File: src/rtl/stopwatch_up.sv
// Up-counting MM:SS stopwatch: one-second prescaler, four-digit BCD chain,
// run/pause/idle control and a lap register that freezes the display.
//
// state    | meaning
// ---------+-----------------------------------------------------------
// ST_IDLE  | cleared, counts zero, waiting for start_stop
// ST_RUN   | prescaler advancing, digits increment on each tick
// ST_PAUSE | prescaler and digits hold; start_stop resumes
module stopwatch_up #(
   parameter int TICK_DIV = 50_000_000,
   parameter bit SATURATE = 1'b0
) (
   input  logic        clk,
   input  logic        rst_n,
   input  logic        i_start_stop,
   input  logic        i_clear,
   input  logic        i_lap,
   output logic [15:0] o_digits,
   output logic        o_running,
   output logic        o_lapped,
   output logic        o_tick,
   output logic        o_wrap
);

   localparam int            PW      = (TICK_DIV > 1) ? $clog2(TICK_DIV) : 1;
   localparam logic [PW-1:0] PS_LAST = PW'(TICK_DIV - 1);

   typedef enum logic [1:0] {ST_IDLE, ST_RUN, ST_PAUSE} state_t;

   state_t        state_q, state_d;
   logic [PW-1:0] ps_q, ps_d;
   logic [3:0]    s0_q, s1_q, m0_q, m1_q;
   logic [3:0]    s0_d, s1_d, m0_d, m1_d;
   logic [15:0]   snap_q, snap_d;
   logic          lapped_q, lapped_d;
   logic          wrap_q, wrap_d;
   logic          run_st;
   logic          tick;
   logic          at_max;
   logic [15:0]   live;

   assign run_st = (state_q == ST_RUN);
   assign tick   = run_st && (ps_q == PS_LAST);
   assign live   = {m1_q, m0_q, s1_q, s0_q};
   assign at_max = (live == 16'h5959);

   // State register.
   always_ff @(posedge clk or negedge rst_n) begin
      if (!rst_n) state_q <= ST_IDLE;
      else        state_q <= state_d;
   end

   // Next-state logic; clear wins over everything, a tick in the same cycle
   // as start_stop is still applied by the datapath before pausing.
   always_comb begin
      state_d = state_q;
      if (i_clear) begin
         state_d = ST_IDLE;
      end else begin
         case (state_q)
            ST_IDLE:  if (i_start_stop) state_d = ST_RUN;
            ST_RUN: begin
               if (i_start_stop)                    state_d = ST_PAUSE;
               else if (tick && at_max && SATURATE) state_d = ST_PAUSE;
            end
            ST_PAUSE: if (i_start_stop) state_d = ST_RUN;
            default:  state_d = ST_IDLE;
         endcase
      end
   end

   // FSM-derived outputs.
   always_comb begin
      o_running = run_st;
      o_tick    = tick;
   end

   // Prescaler next value: advances only in RUN, holds partial seconds in PAUSE.
   always_comb begin
      ps_d = ps_q;
      if (i_clear)     ps_d = '0;
      else if (tick)   ps_d = '0;
      else if (run_st) ps_d = ps_q + 1'b1;
   end

   // BCD digit chain with ripple carry; saturating mode holds at 59:59.
   always_comb begin
      s0_d = s0_q;
      s1_d = s1_q;
      m0_d = m0_q;
      m1_d = m1_q;
      if (i_clear) begin
         s0_d = 4'd0;
         s1_d = 4'd0;
         m0_d = 4'd0;
         m1_d = 4'd0;
      end else if (tick && !(at_max && SATURATE)) begin
         if (s0_q != 4'd9) begin
            s0_d = s0_q + 4'd1;
         end else begin
            s0_d = 4'd0;
            if (s1_q != 4'd5) begin
               s1_d = s1_q + 4'd1;
            end else begin
               s1_d = 4'd0;
               if (m0_q != 4'd9) begin
                  m0_d = m0_q + 4'd1;
               end else begin
                  m0_d = 4'd0;
                  if (m1_q != 4'd5) m1_d = m1_q + 4'd1;
                  else              m1_d = 4'd0;
               end
            end
         end
      end
   end

   // Lap snapshot: capture pre-increment live value in RUN, release anywhere.
   always_comb begin
      snap_d   = snap_q;
      lapped_d = lapped_q;
      if (i_clear) begin
         snap_d   = 16'h0000;
         lapped_d = 1'b0;
      end else if (i_lap && lapped_q) begin
         lapped_d = 1'b0;
      end else if (i_lap && run_st) begin
         snap_d   = live;
         lapped_d = 1'b1;
      end
   end

   // Terminal-count pulse, registered so it lands the cycle after 59:59 ticks.
   always_comb begin
      wrap_d = !i_clear && tick && at_max;
   end

   // Datapath registers.
   always_ff @(posedge clk or negedge rst_n) begin
      if (!rst_n) begin
         ps_q     <= '0;
         s0_q     <= 4'd0;
         s1_q     <= 4'd0;
         m0_q     <= 4'd0;
         m1_q     <= 4'd0;
         snap_q   <= 16'h0000;
         lapped_q <= 1'b0;
         wrap_q   <= 1'b0;
      end else begin
         ps_q     <= ps_d;
         s0_q     <= s0_d;
         s1_q     <= s1_d;
         m0_q     <= m0_d;
         m1_q     <= m1_d;
         snap_q   <= snap_d;
         lapped_q <= lapped_d;
         wrap_q   <= wrap_d;
      end
   end

   assign o_digits = lapped_q ? snap_q : live;
   assign o_lapped = lapped_q;
   assign o_wrap   = wrap_q;

endmodule

File: config.mk
export PLATFORM = sky130hd
export DESIGN_NAME = stopwatch_up
export DESIGN_NICKNAME = d
export VERILOG_FILES = /design/src/rtl/stopwatch_up.sv
export SDC_FILE = /design/constraint.sdc
export NUM_CORES = 1
export LEC_CHECK = 0
export BUFFER_PORTS_ARGS = -buffer_cell sky130_fd_sc_hd__buf_2
export CAP_MARGIN = 30
export CELL_PAD_IN_SITES_DETAIL_PLACEMENT = 1
export CELL_PAD_IN_SITES_GLOBAL_PLACEMENT = 2
export CORE_MARGIN = 1.5
export CORE_UTILIZATION = 38
export DETAILED_ROUTE_END_ITERATION = 7
export GPL_TIMING_DRIVEN = 0
export PLACE_DENSITY_LB_ADDON = 0.12
export SYNTH_ARGS = -nofsm -noshare
export SYNTH_HDL_FRONTEND = slang
export SYNTH_SLANG_ARGS = --single-unit
File: constraint.sdc
create_clock -name clk -period 2.35 [get_ports clk]
set_input_delay 0.235 -clock clk [delete_from_list [all_inputs] [get_ports clk]]
set_output_delay 0.235 -clock clk [all_outputs]
set_load 0.1 [all_outputs]
# Word-level counts from Yosys, hierarchy flattened
# Index checks and enable logic that the tools add are counted.
[totals]
out_inout_bits = 20
reg_bits = 62
rom_bits = 0
latch_bits = 0
inputBits = 5
mem_count = 0
ramBits = 0
[op_classes]
n_eq_ne = 14
div = 0
bitwise = 0
mux = 32
n_reduce_logical = 17
shift = 0
magnitude_cmp = 0
n_addsub = 5
multipliers = 0
[ops]
columns = ["op", "n"]
rows = [
  ["$mux 26", 3],
  ["$mux 4", 18],
  ["$mux 16", 4],
  ["$add 26x1->26 const B", 1],
  ["$eq 26x26->1 const B", 1],
  ["$add 4x1->4 const B", 4],
  ["$eq 16x15->1 const B", 1],
  ["$ne 2x2->1 const B", 4],
  ["$ne 4x3->1 const B", 2],
  ["$ne 4x4->1 const B", 2],
  ["$mux 2", 3],
  ["$reduce_and 2->1", 3],
  ["$reduce_bool 3->1", 2],
  ["$logic_and 1x1->1", 5],
  ["$pmux 2 s2", 1],
  ["$reduce_and 4->1", 1],
  ["$reduce_bool 2->1", 2],
  ["$mux 1", 3],
  ["$ne 3x1->1 const B", 1],
  ["$ne 3x3->1 const B", 1],
  ["$reduce_and 3->1", 1],
  ["$eq 2x1->1 const B", 1],
  ["$eq 2x2->1 const B", 1],
  ["$logic_not 2->1", 1],
  ["other kinds (2)", 2],
]

# Logic depth before layout (Yosys ltp)
[depth]
ltp_word = 7
mapped_depth = 9
depth_no_buf = 7

# Least setup slack after synthesis
# Ideal clock, no wire load.
[synth_path]
path_type = "register to output"
from = "register lapped_q (netlist: o_lapped)"
to = "output o_digits[13]"
path_slack_ns = -1.075
path_stages_with_launch = 3
path_buffers = 1
t_arrival_ns = 3.190
path_cell_list = "dfrtp_1 clkbuf_1 o21ai_0"
[synth_via]
elab_chain_cells = 1
[synth_lines]
columns = ["item", "line", "text"]
rows = [
  ["start, declared", "35", "logic lapped_q, lapped_d;"],
  ["start signal, assigned", "156", "lapped_q <= lapped_d;"],
  ["$mux 16", "161", "assign o_digits = lapped_q ? snap_q : live;"],
  ["end, declared", "18", "output logic [15:0] o_digits,"],
]
# Every way passes these cells.

# Final worst setup path
[layout_path]
from = "register ps_q[0]"
to = "output o_tick"
[layout_via]
elab_chain_cells = 2
[layout_lines]
columns = ["item", "line", "text"]
rows = [
  ["start, declared", "31", "logic [PW-1:0] ps_q, ps_d;"],
  ["start signal, assigned", "150", "ps_q <= ps_d;"],
  ["$eq 26x26->1", "43", "assign tick = run_st && (ps_q == PS_LAST);"],
  ["$logic_and 1x1->1", "43", ""],
  ["end, declared", "21", "output logic o_tick,"],
]
# Every way passes these cells.

==> results.md <==
* Starting Density at 0.397
* DR iter-0 viols at 29
* Syn Inst Count at around 340
* Drc violations at 0
* Final-report setup violation count at 0
* Detailed placement HPWL at between 5000 and 6000 µm
* Die Width at approximately 96 µm
* Final instance area at 3740 µm²
* Antenna violations before repair at 0
* PortBufs at 23
* YS warnings at 0
* Clock Path Buffers at 2
* Max_slew headroom at 0.452
* PwrDens at ~530 nW/µm²
* Ant diodes at 0
* First-pass GRT wire length at approximately 13000 µm
* Final hold vios at 3
* Routed len/inst at 17.0 µm
* Final Max Slew Viols at 0
* Gpl congestion at 0.749
* Worst-margin pin slew at ~0.82 ns
* GR Overflow Total at 0
* Die height at 96.1 µm
* Seq/Total Area, Yosys at 0.471
* Top-area cell type share of the netlist area at 0.471
* VDD IR max at about 0.25 mV
* CP max FO at 5
* DP Area at 3570 µm²
* F_max at around 0.45 GHz
* WP data required at around 2.1 ns
* Area Growth Syn to Fin at 13.6%
* Later-pin clock latency in the skew report at roughly 0.34 ns
* CP Data Arrival Time at 1.98 ns
* Total vias in the final route at ~2600
* Leak Pwr at around 1.6 nW
* Crit path capture type: primary output
* Yosys cell types at 45
* Overall Global Routing Usage at 0.193
* Final period util at 0.944
* Finished Layout Cells at 477
* Synth Area per Inst at ~9.8 µm²
* Total of max-cap violations at 0
* CP startpoint kind: register
* Placed cell count at 463
* DIE AREA at between 9000 and 10000 µm²
* CTS Root Buffer Type: clkbuf_8
* Worst hold slack at -0.00724 ns
* Crit Path Class: register to primary output
* Top FF cell, synth: dfrtp_1
* Core area at a little over 8000 µm²
* Synthesized cell area at 3290 µm²
* Worst Skew at between 0.01 and 0.015 ns
* Worst hold path class: primary input to asynchronous set/reset pin
* Worst-path clk slew at approximately 0.070 ns
* TritonRoute pass-1 iters at 4
* Outcome: finished with violations
* Clock sink total at 62
* FILL cells at roughly 990
* Post-route ant nets at 0
* RSZ-0062 raised after global routing: yes
* Clock period minus final worst setup slack at 2.22 ns
* Num rows at 33
* Share of cells above drive strength 1 at 0.169
* Largest net degree at the start of global routing at 63
* Top Ports at 25
* Top post-synthesis cells by area: dfrtp_1, nor2_1, mux2_2
* Vias in the first global route at between 2000 and 3000
* CTS tree: yes
* Nets at around 380
* Post-synthesis register bit count at between 60 and 70
* Failing checks: hold timing
* Post-layout util at 0.451
* H-tree levels at 3
* DR vias/cell at 5.49
* CTS buffer count at 9
* Post-synth top area cell: dfrtp_1
* Syn nets at approximately 350
* Async SR Flop Fraction at 1.00
* Post-synth EDFFs at 0
* Fin Setup TNS at 0 ns
* Total Routed Length at a little over 8000 µm
## area by class of cell
cell class	instances	area [µm²]	share of cell area
Buffer	14	62.6	0.0167
Clock buffer	13	139	0.0371
Clock inverter	2	10.0	0.00267
Inverter	10	46.3	0.0124
Multi-Input combinational cell	248	1670	0.446
Sequential cell	62	1550	0.414
Tap cell	105	131	0.0351
Timing Repair Buffer	23	133	0.0354
## cells by family after synthesis
| logic type | synth area share |
|---|---|
| simple gates | 0.223 |
| flops | 0.471 |
| compound gates | 0.112 |
| buf+inv | 0.0315 |
| mux | 0.0722 |
| xor+xnor | 0.0558 |
| fa+ha+maj | 0.0342 |
## critical path: stages, from the launching register on
cell        delay [ns]
dfrtp_1           0.38
ha_2              0.24
nor4bb_2          0.27
and4_2            0.30
nand2_2           0.10
clkinvlp_4        0.16
buf_12            0.19
## power breakdown
| part | switching (mW) | internal, mW |
|---|---|---|
| clock network | 0.403 | 0.375 |
| logic | 0.0922 | 0.0241 |
| registers | 0.00480 | 1.07 |
## placed cells by master (no fill, tap or decap), drive strengths merged, types with 8 or more instances in the layout
cell / synthesis / layout
mux2i: 8 / 8
nor2: 47 / 47
dfrtp: 62 / 62
xor2: 8 / 8
nand4: 9 / 9
clkbuf: 11 / 22
nand3: 14 / 14
a21oi: 13 / 13
buf: 4 / 28
nor3: 8 / 8
o21ai: 14 / 14
mux2: 14 / 14
ha: 9 / 9
nand2: 26 / 26
inv: 10 / 9
a22o: 13 / 13
xnor2: 13 / 13
## Yosys cell counts, types with 8 or more instances
cell type	instances
nand3_1	14
xnor2_1	13
a21oi_1	13
mux2i_1	8
nand4_1	8
nor3_1	8
mux2_2	14
xor2_1	8
nand2_1	25
inv_1	9
a22o_1	13
ha_1	9
dfrtp_1	62
o21ai_0	13
clkbuf_1	11
nor2_1	47
## stage by stage
stage	power, mW	worst slack (ns)	hold WS (ns)
after floorplan	1.17	-0.331	-0.0606
after CTS	2.00	0.0144	0.0199
after detailed placement	1.22	0.0692	0.391
final	1.97	0.132	-0.00724
after global routing	2.06	-0.0244	0.0601
after global placement	1.21	0.0423	0.482
## repair_timing
item,4_1_cts,5_1_grt
hold buffers,0,0
resized for setup,3,6
buffers inserted,0,0
pin swaps,0,1
gates cloned,0,0
setup endpoints to repair,1,29
## flip-flops by register name, summed over array words and instances, names as in the netlist
name and cells:
o_lapped 1, state_q 2, o_wrap 1, snap_q 16, s0_q 4, s1_q 4
m1_q 4, ps_q 26, m0_q 4
## routing by layer
layer  vias up  part of all wire  track usage
met5         -                 0            0
met4         0             0.012       0.0797
met3         9             0.019       0.0316
met2        29              0.50        0.337
met1      1312              0.47        0.236
li1       1268                 -            -
## final timing paths
| check | cells past startpoint | slack [ns] | from | to |
|---|---|---|---|---|
| hold / removal | 1 | -0.007 | rst_n | snap_q[2] |
| setup reg to reg | 7 | 0.15 | ps_q[0] | s0_q[2] |
| max in group asynchronous | 1 | 1.82 | rst_n | ps_q[17] |
| setup / recovery | 6 | 0.13 | ps_q[0] | o_tick |
| min in group clk | 3 | 0.20 | i_start_stop | state_q[0] |
| hold reg to reg | 1 | 0.51 | snap_q[4] | snap_q[4] |
(Power assumes the default switching activity.)
